[config.mk]
export PLATFORM = sky130hd
export DESIGN_NAME = wb_ctrl
export DESIGN_NICKNAME = d
export VERILOG_FILES = /design/src/rtl/wb_pkg.sv /design/src/rtl/wb_load_timer.sv /design/src/rtl/wb_ctrl.sv
export SDC_FILE = /design/constraint.sdc
export NUM_CORES = 1
export LEC_CHECK = 0
export ABC_AREA = 1
export CORE_ASPECT_RATIO = 1.2
export CORE_MARGIN = 2
export CORE_UTILIZATION = 45
export CTS_BUF_LIST = sky130_fd_sc_hd__clkbuf_16
export CTS_CLUSTER_SIZE = 20
export DETAILED_ROUTE_END_ITERATION = 16
export GPL_ROUTABILITY_DRIVEN = 1
export PLACE_DENSITY_LB_ADDON = 0.25
export SYNTH_ARGS = -nofsm -noshare
export SYNTH_HDL_FRONTEND = slang
export SYNTH_SLANG_ARGS = --single-unit
[constraint.sdc]
create_clock -name clk -period 2.5 [get_ports clk]
set_clock_uncertainty 0.1 [all_clocks]
set_input_delay 0.5 -clock clk [delete_from_list [all_inputs] [get_ports clk]]
set_output_delay 0.5 -clock clk [all_outputs]
set_load 0.03 [all_outputs]
[src/rtl/wb_pkg.sv]
// Shared types and constants for the writeback sequencer.
package wb_pkg;

   typedef enum logic [0:0] {
      IDLE      = 1'b0,
      LOAD_WAIT = 1'b1
   } wb_state_e;

   // Link address offset for JAL/JALR.
   localparam int PC_STEP = 4;
   // Bit mask of the target bits that JALR clears.
   localparam int JALR_LSB_MASK = 1;
   localparam logic [4:0] REG_ZERO = 5'd0;

endpackage

[src/rtl/wb_load_timer.sv]
// Load watchdog: counts cycles spent waiting for load data.
// expired is high while the count sits at LOAD_TIMEOUT-1.
module wb_load_timer
   import wb_pkg::*;
#(
   parameter int LOAD_TIMEOUT = 16
) (
   input  logic clk,
   input  logic rst,
   input  logic clear,
   input  logic enable,
   output logic expired
);

   localparam int CW = (LOAD_TIMEOUT > 1) ? $clog2(LOAD_TIMEOUT) : 1;

   logic [CW-1:0] count;

   assign expired = (count == CW'(LOAD_TIMEOUT - 1));

   // Count up while enabled, holding at the terminal value.
   always_ff @(posedge clk) begin
      if (rst || clear)
         count <= '0;
      else if (enable && !expired)
         count <= count + CW'(1);
   end

endmodule

[src/rtl/wb_ctrl.sv]
// Writeback sequencer: owns the register-file write port, waits for
// load data, issues JAL/JALR redirects and aborts loads that time out.
// Optional retire counter enabled by defining WB_RETIRE_CNT_EN.
//
// state     | meaning
// IDLE      | ready to accept a retiring instruction
// LOAD_WAIT | load accepted, waiting for ld_valid or the watchdog
module wb_ctrl
   import wb_pkg::*;
#(
   parameter int XLEN         = 32,
   parameter int LOAD_TIMEOUT = 16
) (
   input  logic            clk,
   input  logic            rst,
   input  logic            ex_valid,
   output logic            ex_ready,
   input  logic [4:0]      ex_rd,
   input  logic            ex_reg_write,
   input  logic            ex_mem_to_reg,
   input  logic            ex_jal,
   input  logic            ex_jalr,
   input  logic [XLEN-1:0] ex_alu_out,
   input  logic [XLEN-1:0] ex_pc,
   input  logic            ld_valid,
   input  logic [XLEN-1:0] ld_data,
   output logic            rf_we,
   output logic [4:0]      rf_waddr,
   output logic [XLEN-1:0] rf_wdata,
   output logic            pc_redir,
   output logic [XLEN-1:0] pc_target,
   output logic            ld_timeout,
   output logic [31:0]     retire_cnt
);

   wb_state_e state, state_nxt;

   logic [4:0]      ld_rd;
   logic            accept, is_jump, is_load;
   logic            tmr_expired;
   logic            rf_we_d, pc_redir_d, ld_timeout_d;
   logic [4:0]      rf_waddr_d;
   logic [XLEN-1:0] rf_wdata_d, pc_target_d;

   assign ex_ready = (state == IDLE);
   assign accept   = ex_valid && ex_ready;
   assign is_jump  = ex_jal || ex_jalr;
   assign is_load  = ex_mem_to_reg && !is_jump;

   wb_load_timer #(.LOAD_TIMEOUT(LOAD_TIMEOUT)) u_timer (
      .clk     (clk),
      .rst     (rst),
      .clear   (accept && is_load),
      .enable  ((state == LOAD_WAIT) && !ld_valid),
      .expired (tmr_expired)
   );

   // State, latched load destination and registered outputs.
   always_ff @(posedge clk) begin
      if (rst) begin
         state      <= IDLE;
         ld_rd      <= REG_ZERO;
         rf_we      <= 1'b0;
         rf_waddr   <= REG_ZERO;
         rf_wdata   <= '0;
         pc_redir   <= 1'b0;
         pc_target  <= '0;
         ld_timeout <= 1'b0;
      end else begin
         state      <= state_nxt;
         if (accept && is_load)
            ld_rd <= ex_rd;
         rf_we      <= rf_we_d;
         rf_waddr   <= rf_waddr_d;
         rf_wdata   <= rf_wdata_d;
         pc_redir   <= pc_redir_d;
         pc_target  <= pc_target_d;
         ld_timeout <= ld_timeout_d;
      end
   end

   // Next state: enter LOAD_WAIT on a load, leave on data or timeout.
   always_comb begin
      state_nxt = state;
      case (state)
         IDLE:      if (accept && is_load) state_nxt = LOAD_WAIT;
         LOAD_WAIT: if (ld_valid || tmr_expired) state_nxt = IDLE;
         default:   state_nxt = IDLE;
      endcase
   end

   // Next output values; data outputs hold unless a new result lands.
   always_comb begin
      rf_we_d      = 1'b0;
      pc_redir_d   = 1'b0;
      ld_timeout_d = 1'b0;
      rf_waddr_d   = rf_waddr;
      rf_wdata_d   = rf_wdata;
      pc_target_d  = pc_target;
      case (state)
         IDLE: begin
            if (accept) begin
               if (is_jump) begin
                  pc_redir_d  = 1'b1;
                  pc_target_d = ex_jalr ? (ex_alu_out & ~XLEN'(JALR_LSB_MASK)) : ex_alu_out;
                  rf_we_d     = (ex_rd != REG_ZERO);
                  rf_waddr_d  = ex_rd;
                  rf_wdata_d  = ex_pc + XLEN'(PC_STEP);
               end else if (!ex_mem_to_reg && ex_reg_write) begin
                  rf_we_d    = (ex_rd != REG_ZERO);
                  rf_waddr_d = ex_rd;
                  rf_wdata_d = ex_alu_out;
               end
            end
         end
         LOAD_WAIT: begin
            // Data arriving on the expiry cycle still wins.
            if (ld_valid) begin
               rf_we_d    = (ld_rd != REG_ZERO);
               rf_waddr_d = ld_rd;
               rf_wdata_d = ld_data;
            end else if (tmr_expired) begin
               ld_timeout_d = 1'b1;
            end
         end
         default: ;
      endcase
   end

`ifdef WB_RETIRE_CNT_EN
   logic [31:0] retire_q;
   logic        retire;

   assign retire = (accept && !is_load) || ((state == LOAD_WAIT) && ld_valid);

   // Count completed retires; aborted loads are not counted.
   always_ff @(posedge clk) begin
      if (rst)
         retire_q <= '0;
      else if (retire)
         retire_q <= retire_q + 32'd1;
   end

   assign retire_cnt = retire_q;
`else
   assign retire_cnt = 32'd0;
`endif

endmodule

Word level (Yosys, flattened, before mapping):

Cells that the tools add are included.

* register bits: 82
* word-level logic and storage cells: 57
* input port bits: 109

* eq/ne operators: 4
* multiplexer cells: 21
* add/sub/neg operators: 2
* reductions and logical operators: 19
* bitwise operators: 2

Operator list (count)
* 32-bit two-way mux: 4
* 32-bit case mux with 2 select lines: 1
* 32-bit by 3-bit adder with 32-bit output (second input constant): 1
* 5-bit two-way mux: 4
* 5-bit case mux with 2 select lines: 1
* 5-bit nonzero test: 2
* 1-bit two-way mux: 9
* 1-bit logical AND: 6
* 3-bit AND reduction: 2
* 3-bit OR reduction: 2
* 4-bit by 1-bit adder with 4-bit output (second input constant): 1
* 4-bit == test (second input constant): 1
* 1-bit logical NOT: 4
* 1-bit case mux with 2 select lines: 2
* 1-bit logical OR: 3
* 3-bit by 1-bit inequality test with 1-bit output (second input constant): 1
* 2-bit by 1-bit inequality test with 1-bit output (second input constant): 1
* 2-bit inequality test (second input constant): 1
* 1-bit inverter: 2

Logic depth before layout (Yosys ltp):

* depth in word-level cells: 6
* depth in mapped cells: 11
* depth with buffers taken out: 11

By module:

A second synthesis with hierarchy kept.

* cell total of the unflattened synthesis: 710
* area, all modules: 4704.5 µm²

Modules (own cells, without submodules)
* wb_ctrl: sequential area each 1561.5 µm², area an instance 4504.3 µm², times used 1, cells each 681
* wb_load_timer: sequential area each 80.1 µm², area an instance 200.2 µm², times used 1, cells each 29

Worst setup path after synthesis:

Ideal clock, no wire load.

* path type: input -> register
* start point: input ex_pc[2]
* end point: register rf_wdata[22]
* path slack: 871 ps
* stages on the path: 10
* buffers on the path: 0
* data required time: 2267 ps
* arrival: 1395 ps
* cells stage by stage: ha_1 > nand2_1 > nor2_4 > nand2_4 > nor2_4 > nand3_1 > nand3_1 > nand2_1 > nand2_1 > a21oi_2

* longest elaborated chain between the ends: 4

Ends and longest elaborated chain
* start: declaration: line wb_ctrl.sv:24 `input logic [XLEN-1:0] ex_pc,`
* 32-bit by 3-bit adder with 32-bit output: line wb_ctrl.sv:108 `rf_wdata_d = ex_pc + XLEN'(PC_STEP);`
* 32-bit two-way mux: line wb_ctrl.sv:103 `if (is_jump) begin`
* 32-bit two-way mux: line wb_ctrl.sv:102 `if (accept) begin`
* 32-bit case mux with 2 select lines: line wb_ctrl.sv:100 `case (state)`
* end signal: assignment: line wb_ctrl.sv:75 `rf_wdata <= rf_wdata_d;`
* end: declaration: line wb_ctrl.sv:29 `output logic [XLEN-1:0] rf_wdata,`

Every way passes these cells. The select of a mux whose other input is x is not followed.
A chain may end at the register's enable or synchronous reset.

Worst setup path after layout:

* start point: register state
* end point: output ex_ready

* longest elaborated chain between the ends: 1

Ends and longest elaborated chain
* start: declaration: line wb_ctrl.sv:36 `wb_state_e state, state_nxt;`
* start signal: assignment: line wb_ctrl.sv:70 `state <= state_nxt;`
* 1-bit inverter
* end: declaration: line wb_ctrl.sv:17 `output logic ex_ready,`

Every way passes these cells.

==> run metrics <==
Hold WS 365 ps; synthesized area per cell 6.66 um^2; largest net degree at the start of global routing 61; GR Util met2 49.9%; fill count 882; Avg WL per Cell 15.9 um; number of cells on the critical path 2; slowest CP cell clkdlybuf4s50_1; hold path depth 2; CTS tree done; Leakage Power 0.00291 uW; switch share 31.3%; Post-CTS Hold Buffers 0; ANT cells 0; nature of the critical path endpoint primary output; Root Buffer clkbuf_16; Ports 214; fin crit share 81.8%; RePlAce Congestion 0.927; Crit path largest cell delay 720 ps; std cell rows 40; CTS Sinks 82; Max Slew Vio Count 0; Yosys warnings 0; Netlist cell types 38; Final WS setup 455 ps; Critical Path RT 1900 ps; Area growth syn-to-layout 44.2%; Die ar. 11300 um^2; sequential share of power 38.4%; Resized Gates After CTS 0; Final Hold Fails 0; fmax 489 MHz; drt drc 0; worst-skew pair later-pin latency 330 ps; CP arrival 1440 ps; Bufs on Longest Clock Path 2; Internal 2600 uW; setup TNS 0 ps; main area contributors after synthesis dfxtp_1, nand2_1, a21oi_1; GRT Total Usage 27.8%; CTS H-tree depth 3; critical path's top delay family buffers and inverters; worst slack at placement 168 ps; initial antenna violation count 0; share of cells above drive strength 1 7.63%; synth cell count leaders nand2_1, nor2_1, a21oi_1, dfxtp_1, o21ai_0; most numerous cell in the Yosys netlist nand2_1; leading area contributor after synthesis dfxtp_1; Die Span X 97.4 um; maxcap violations 0; Initial Util 46.6%; startpoint types flop; Comb pwr share 27.6%; multi-input combinational cell area 2580 um^2; Std-Cell Core Area 10100 um^2; Placed Cells 990; vias in the first global route 5119; final net count 986; Slew Limit Headroom 57.4%; worst min-delay path class reg2reg; Starting DRT DRC Count 276; Overflow after GRT 0; Async S/R FF share, synth 0%; CP Max Fanout 3; Crit Path Category reg2out; met1 GRT Util 32.5%; post-CTS setup repair buffer count 0; die height 116 um; top cell type's share of synthesized area 34.8%; RSZ-0062 raised after global routing no; Buffers on Ports 181; Vias/cell 5.22; register bit total from synthesis 82; first-pass GRT wire length 25.2 mm; mapped cell area 4710 um^2; FF-to-FF path depth 6; register area 1640 um^2; total wire length 15.9 mm; status completed; EDFF count, synth 0; Post-DP HPWL 12.0 mm; setup violators final 0; Detailed Routing Iterations Pass 1 5; gr busiest metal met2; ys flop type dfxtp_1; via count 5241; Max VDD drop 0.430 mV; GR Layer Usage met3 7.78%; pwr dens 557 nW/um^2; CTS buffer count 9; Clock power frac 34.0%; Syn Inst Count 707; actual slew at the worst max-slew pin 639 ps; post-route ant nets 0; Seq/Total Area, Yosys 34.8%; total net switching power 1190 uW; Clock Pin Slew Worst Setup and Hold Paths 60 ps; WP buf/inv 2; Final Critical Period 2040 ps; CP cell instances inv_1 -> clkdlybuf4s50_1; Final Non-Filler Cells 1004
==> worst reg2reg max path: cells and delay by family (launching register included) <==
family | cells | cell delay (ps)
AO/OA/AOI/OAI | 2 | 350
buffers and inverters | 2 | 640
flip-flops | 1 | 360
AND/OR/NAND/NOR | 2 | 280
==> layer usage <==
layer,vias up,share of wire [%]
li1,2560,-
met1,2427,38
met2,234,51
met3,20,9.1
met4,0,1.7
met5,-,0
==> state kept, by name (all words and copies together) (netlist names) <==
register and cells:
rf_waddr 5, u_timer.count 4, rf_wdata 32, pc_redir 1, ld_timeout 1, rf_we 1, pc_target 32, ld_rd 5
state 1
==> power by group through the flow <==
stage / logic (uW) / clock network (uW) / registers, uW
finish: 1040 / 1290 / 1450
global route: 1120 / 1350 / 1460
CTS: 1040 / 1310 / 1450
detailed placement: 1040 / 0 / 1480
global placement: 1030 / 0 / 1480
floorplan: 408 / 0 / 1660
==> cells by family after synthesis <==
family | synth area share, %
adder cells (fa/ha/maj) | 0.531
buffers and inverters | 12.9
XOR/XNOR | 2.23
other | 0.0796
flip-flops | 34.8
AND/OR/NAND/NOR | 29.8
AO/OA/AOI/OAI | 19.6
==> path summary, 6_finish.rpt <==
kind / start / endpoint / slack [ps]
worst min-delay path: rf_wdata[28] / rf_wdata[28] / 360
worst min register to register: rf_wdata[28] / rf_wdata[28] / 360
worst max register to register: state / rf_waddr[1] / 710
worst max-delay path: state / ex_ready / 460
==> layout by cell type (no fill, tap or decap), types with 11 or more instances in the layout <==
cell type / Yosys / final
nand2_1: 141 / 141
o21ai_0: 69 / 69
dfxtp_1: 82 / 82
conb_1: 1 / 32
nor2_1: 99 / 99
a21oi_1: 82 / 82
buf_4: 33 / 11
nand3_1: 37 / 37
clkdlybuf4s50_1: 0 / 181
inv_1: 48 / 48
==> through the flow <==
stage | total power [uW] | area, um^2 | util, %
3_3_place_gp | 2510 | 6520 | 64.4
3_5_place_dp | 2520 | 6520 | 64.4
2_1_floorplan | 2060 | 4830 | -
4_1_cts | 3800 | 6800 | 67.2
5_1_grt | 3920 | 6800 | 67.2
6_report | 3780 | 6800 | 67.2
==> final cells by class <==
class                   instances  area share (%)
repair buffers                194            28.5
flip-flops and latches         82            24.2
inverters                      54            2.98
clock buffers                   9            3.31
multi-input cells             534            37.9
well taps                     126            2.32
clock inverters                 5           0.828
Power figures use the tool's default switching activity.
==> edit 1, RTL diff (same settings) <==
The option `WB_RETIRE_CNT_EN` is turned on by a define.
--- a/src/rtl/wb_ctrl.sv
+++ b/src/rtl/wb_ctrl.sv
@@ -6,4 +6,6 @@
 // IDLE      | ready to accept a retiring instruction
 // LOAD_WAIT | load accepted, waiting for ld_valid or the watchdog
+`define WB_RETIRE_CNT_EN
+
 module wb_ctrl
    import wb_pkg::*;
Behaviour: not the same (Yosys sat finds a counterexample within 4 cycles, from zero or initial values and one cycle with rst high).
==> edit 1 against the original RTL <==
Non-clock buffer count rose by 43. Setup slack got worse by 0.21 ns. Worst hold slack about the same. Critical path depth unchanged. Register-to-register slack worse by 0.11 ns. Routed wire length rose by 46%. Sequential cell count grew 32. Area after synthesis rose by 33%. Design area up 36%. Total power is 46% higher. Critical endpoint unchanged.
==> edit 1: results (changes against the original RTL) <==
status: "complete, no violations"
htree_levels: 4  # +1
power.static_leakage_uw: 0.00369  # +26%
gp_congestion: 0.966  # +4.2%
seq_area_frac_synth_pct: 36.3  # +1.5 points
p_sw_share_pct: 28.7  # -2.6 points
seq_power_share_pct: 35.6  # -2.8 points
reg2reg_to: "retire_cnt[14]$_SDFFE_PP0P_"
p_int_uw: 3950  # +52%
yosys-top-cells-area: "dfxtp_1, nand2_1, nor2_1"
drive_gt1_share_pct: 7.09  # -0.54 points
layout.nets: 1312  # +33%
worstPathMaxFanout: 4  # +1
peakVddDrop_v: 0.000402  # -6.6%
setup_ws_ns: 0.246  # -0.210 ns
clock_latency_ns: 0.41  # +0.08 ns
reg2regPathDepth: 10  # +4
drtPass1Iterations: 8  # +3
r2r_start: "retire_cnt[0]$_SDFFE_PP0P_"
drt-initial-drc-count: 618  # +120%
slew_headroom_pct: 58.3  # +0.90 points
drt_wl_total_um: 23200  # +46%
regToRegSetupSlack_ns: 0.60  # -0.11 ns
hold_ws_ns: 0.365  # -0.0000480 ns
pre_cts_ws_ns: 0.0837  # -0.0845 ns
## edit 1: changes by cell type after synthesis, moves of 15 or more
cell     change
dfxtp_1     +32
inv_1       +16
nor2_1      +88
a21oi_1     +15
nand2_1    +117
buf_4       -31
## edit 1: final cells by class
cell class | count | area [sq um]
fillers | 1221 | 4460
multi-input cells | 765 | 3550
repair buffers | 237 | 2340
flip-flops and latches | 114 | 2280
clock buffers | 17 | 425
inverters | 65 | 244
well taps | 171 | 214
clock inverters | 15 | 181
## edit 1: through the flow
step	std cells	instance area [sq um]
after floorplan	988	6280
after global placement	1352	8630
after CTS	1384	9240
after detailed placement	1352	8630
after global routing	1384	9240
final	1384	9240
## edit 1: layer usage
metal  vias to the layer above  routed length [um]  share of wire (%)  GRT usage [%]
li1                       3631                   -                  -              -
met3                        63                1770                7.6           7.05
met1                      3389                8380                 36           34.2
met4                         0                 976                4.2           14.1
met5                         -                   0                  0              0
met2                       349               12100                 52           56.5
==> edit 2, RTL diff (same settings) <==
Without the edit above. `rf_wdata` no longer has a reset.
--- a/src/rtl/wb_ctrl.sv
+++ b/src/rtl/wb_ctrl.sv
@@ -63,5 +63,4 @@
          rf_we      <= 1'b0;
          rf_waddr   <= REG_ZERO;
-         rf_wdata   <= '0;
          pc_redir   <= 1'b0;
          pc_target  <= '0;
@@ -73,9 +72,12 @@
          rf_we      <= rf_we_d;
          rf_waddr   <= rf_waddr_d;
-         rf_wdata   <= rf_wdata_d;
          pc_redir   <= pc_redir_d;
          pc_target  <= pc_target_d;
          ld_timeout <= ld_timeout_d;
       end
+   end
+
+   always_ff @(posedge clk) begin
+      rf_wdata <= rf_wdata_d;
    end
 
Function: changed (Yosys sat finds a counterexample within 4 cycles, from zero or initial values and one cycle with rst high).
==> edit 2 against the original RTL <==
Clock power grew 4%. Synthesized cell count fell by 6.5%. Count of clock-buffer cells in the layout is 2 higher. Setup slack worse by 0.16 ns. Total power grew 2.6%. Routed wire length decreased by 3.9%. Design area decreased by 0.22%. Area after synthesis decreased by 0.77%. First-iteration DRC count rose by 24%. Final cell count shrank 3.4%. Sequential cell count did not move. Critical path depth is the same. Critical path type unchanged.
==> edit 2: results (changes against the original RTL) <==
status: "complete, no violations"
pre_cts_ws_ns: 0.0608  # -0.107 ns
placed_cell_area_sq_um: 6480  # -0.52%
drt-initial-drc-count: 342  # +24%
worstPathMaxFanout: 28  # +25
grt_pass1_vias: 4724  # -7.7%
grt_max_degree: 53  # -13%
arrival_ns: 1.61  # +0.17 ns
hold_path_end: "pc_target[0]$_SDFFE_PP0P_"
synthFlopType: "dfxtp_1"
clk_pin_slew_worst_paths_ns: 0.06  # about the same
cts_setup_buffers: 0  # unchanged
synth_cell_types: 35  # -7.9%
yosys-top-cells-area: "dfxtp_1, edfxtp_1, nor2_1"
synthAdderAreaFrac_pct: 0.535  # +0.0041 points
reg2reg_to: "rf_wdata[17]$_DFFE_PP_"
dr_total_vias: 4933  # -5.9%
hpwl_um: 11500  # -4.9%
power.static_leakage_uw: 0.00283  # -3.0%
regToRegSetupSlack_ns: 0.56  # -0.15 ns
grt_pass1_wl_um: 24100  # -4.4%
clockRootBuffer: "clkbuf_16"
slew_headroom_pct: 63.3  # +5.9 points
seq_area_frac_synth_pct: 42.0  # +7.1 points
synth_mux_area_share_pct: 0  # unchanged
peakVddDrop_v: 0.000406  # -5.7%
synth-compound-area-share_pct: 11.1  # -8.5 points
reg2regPathDepth: 4  # -2
drtPass1Iterations: 4  # -1
synth-xor-area-share_pct: 1.12  # -1.1 points
crit_slowest_cell: "clkdlybuf4s50_1"
layout.nets: 950  # -3.7%
syn_inst: 661  # -6.5%
clk_path_buf_depth: 2  # unchanged
gp_congestion: 0.929  # +0.19%
hold_ws_ns: 0.379  # +0.0139 ns
synth_common_cells: "nor2_1, nand2_1, dfxtp_1, o21ai_0, nand3_1"
setup_ws_ns: 0.291  # -0.164 ns
synth_edf_count: 32  # +32
track_usage_pct: 26.5  # -1.2 points
fin_cells: 970  # -3.4%
drt_wl_total_um: 15300  # -3.9%
worstHoldStart: "pc_target[0]$_SDFFE_PP0P_"
drive_gt1_share_pct: 5.45  # -2.2 points
## edit 2: critical path: cells and delay by family, from the launching register on
| kind | cells | cell delay, ns |
|---|---|---|
| DFF | 1 | 0.34 |
| buffers and inverters | 2 | 0.94 |
## edit 2: kinds of logic (layout without fill, tap and decap cells)
group	count (synthesis)	after routing
AOI/OAI and AO/OA	99	99
and+or+nand+nor	375	375
adders and majority gates	2	2
buffers and inverters	96	248
DFF	82	82
other	1	32
xor gates and xnor gates	6	6
## edit 2: area by class of cell
cell class,instances,area (sq um)
inverters,39,151
clock inverters,5,25.0
fillers,907,3280
flip-flops and latches,82,1960
repair buffers,193,1910
multi-input cells,514,2290
well taps,126,158
clock buffers,11,275
## edit 2: metal layers
layer	global-route usage [%]	part of all wire (%)	vias to the layer above
li1	-	-	2425
met4	7.51	1.3	0
met5	0	0	-
met1	35.3	44	2284
met2	44.1	48	211
met3	5.67	6.7	13
## edit 2: where the power goes
part	total, uW	switching [uW]	internal (uW)
sequential	1550	42.9	1510
combinational	993	582	411
clock	1340	550	787
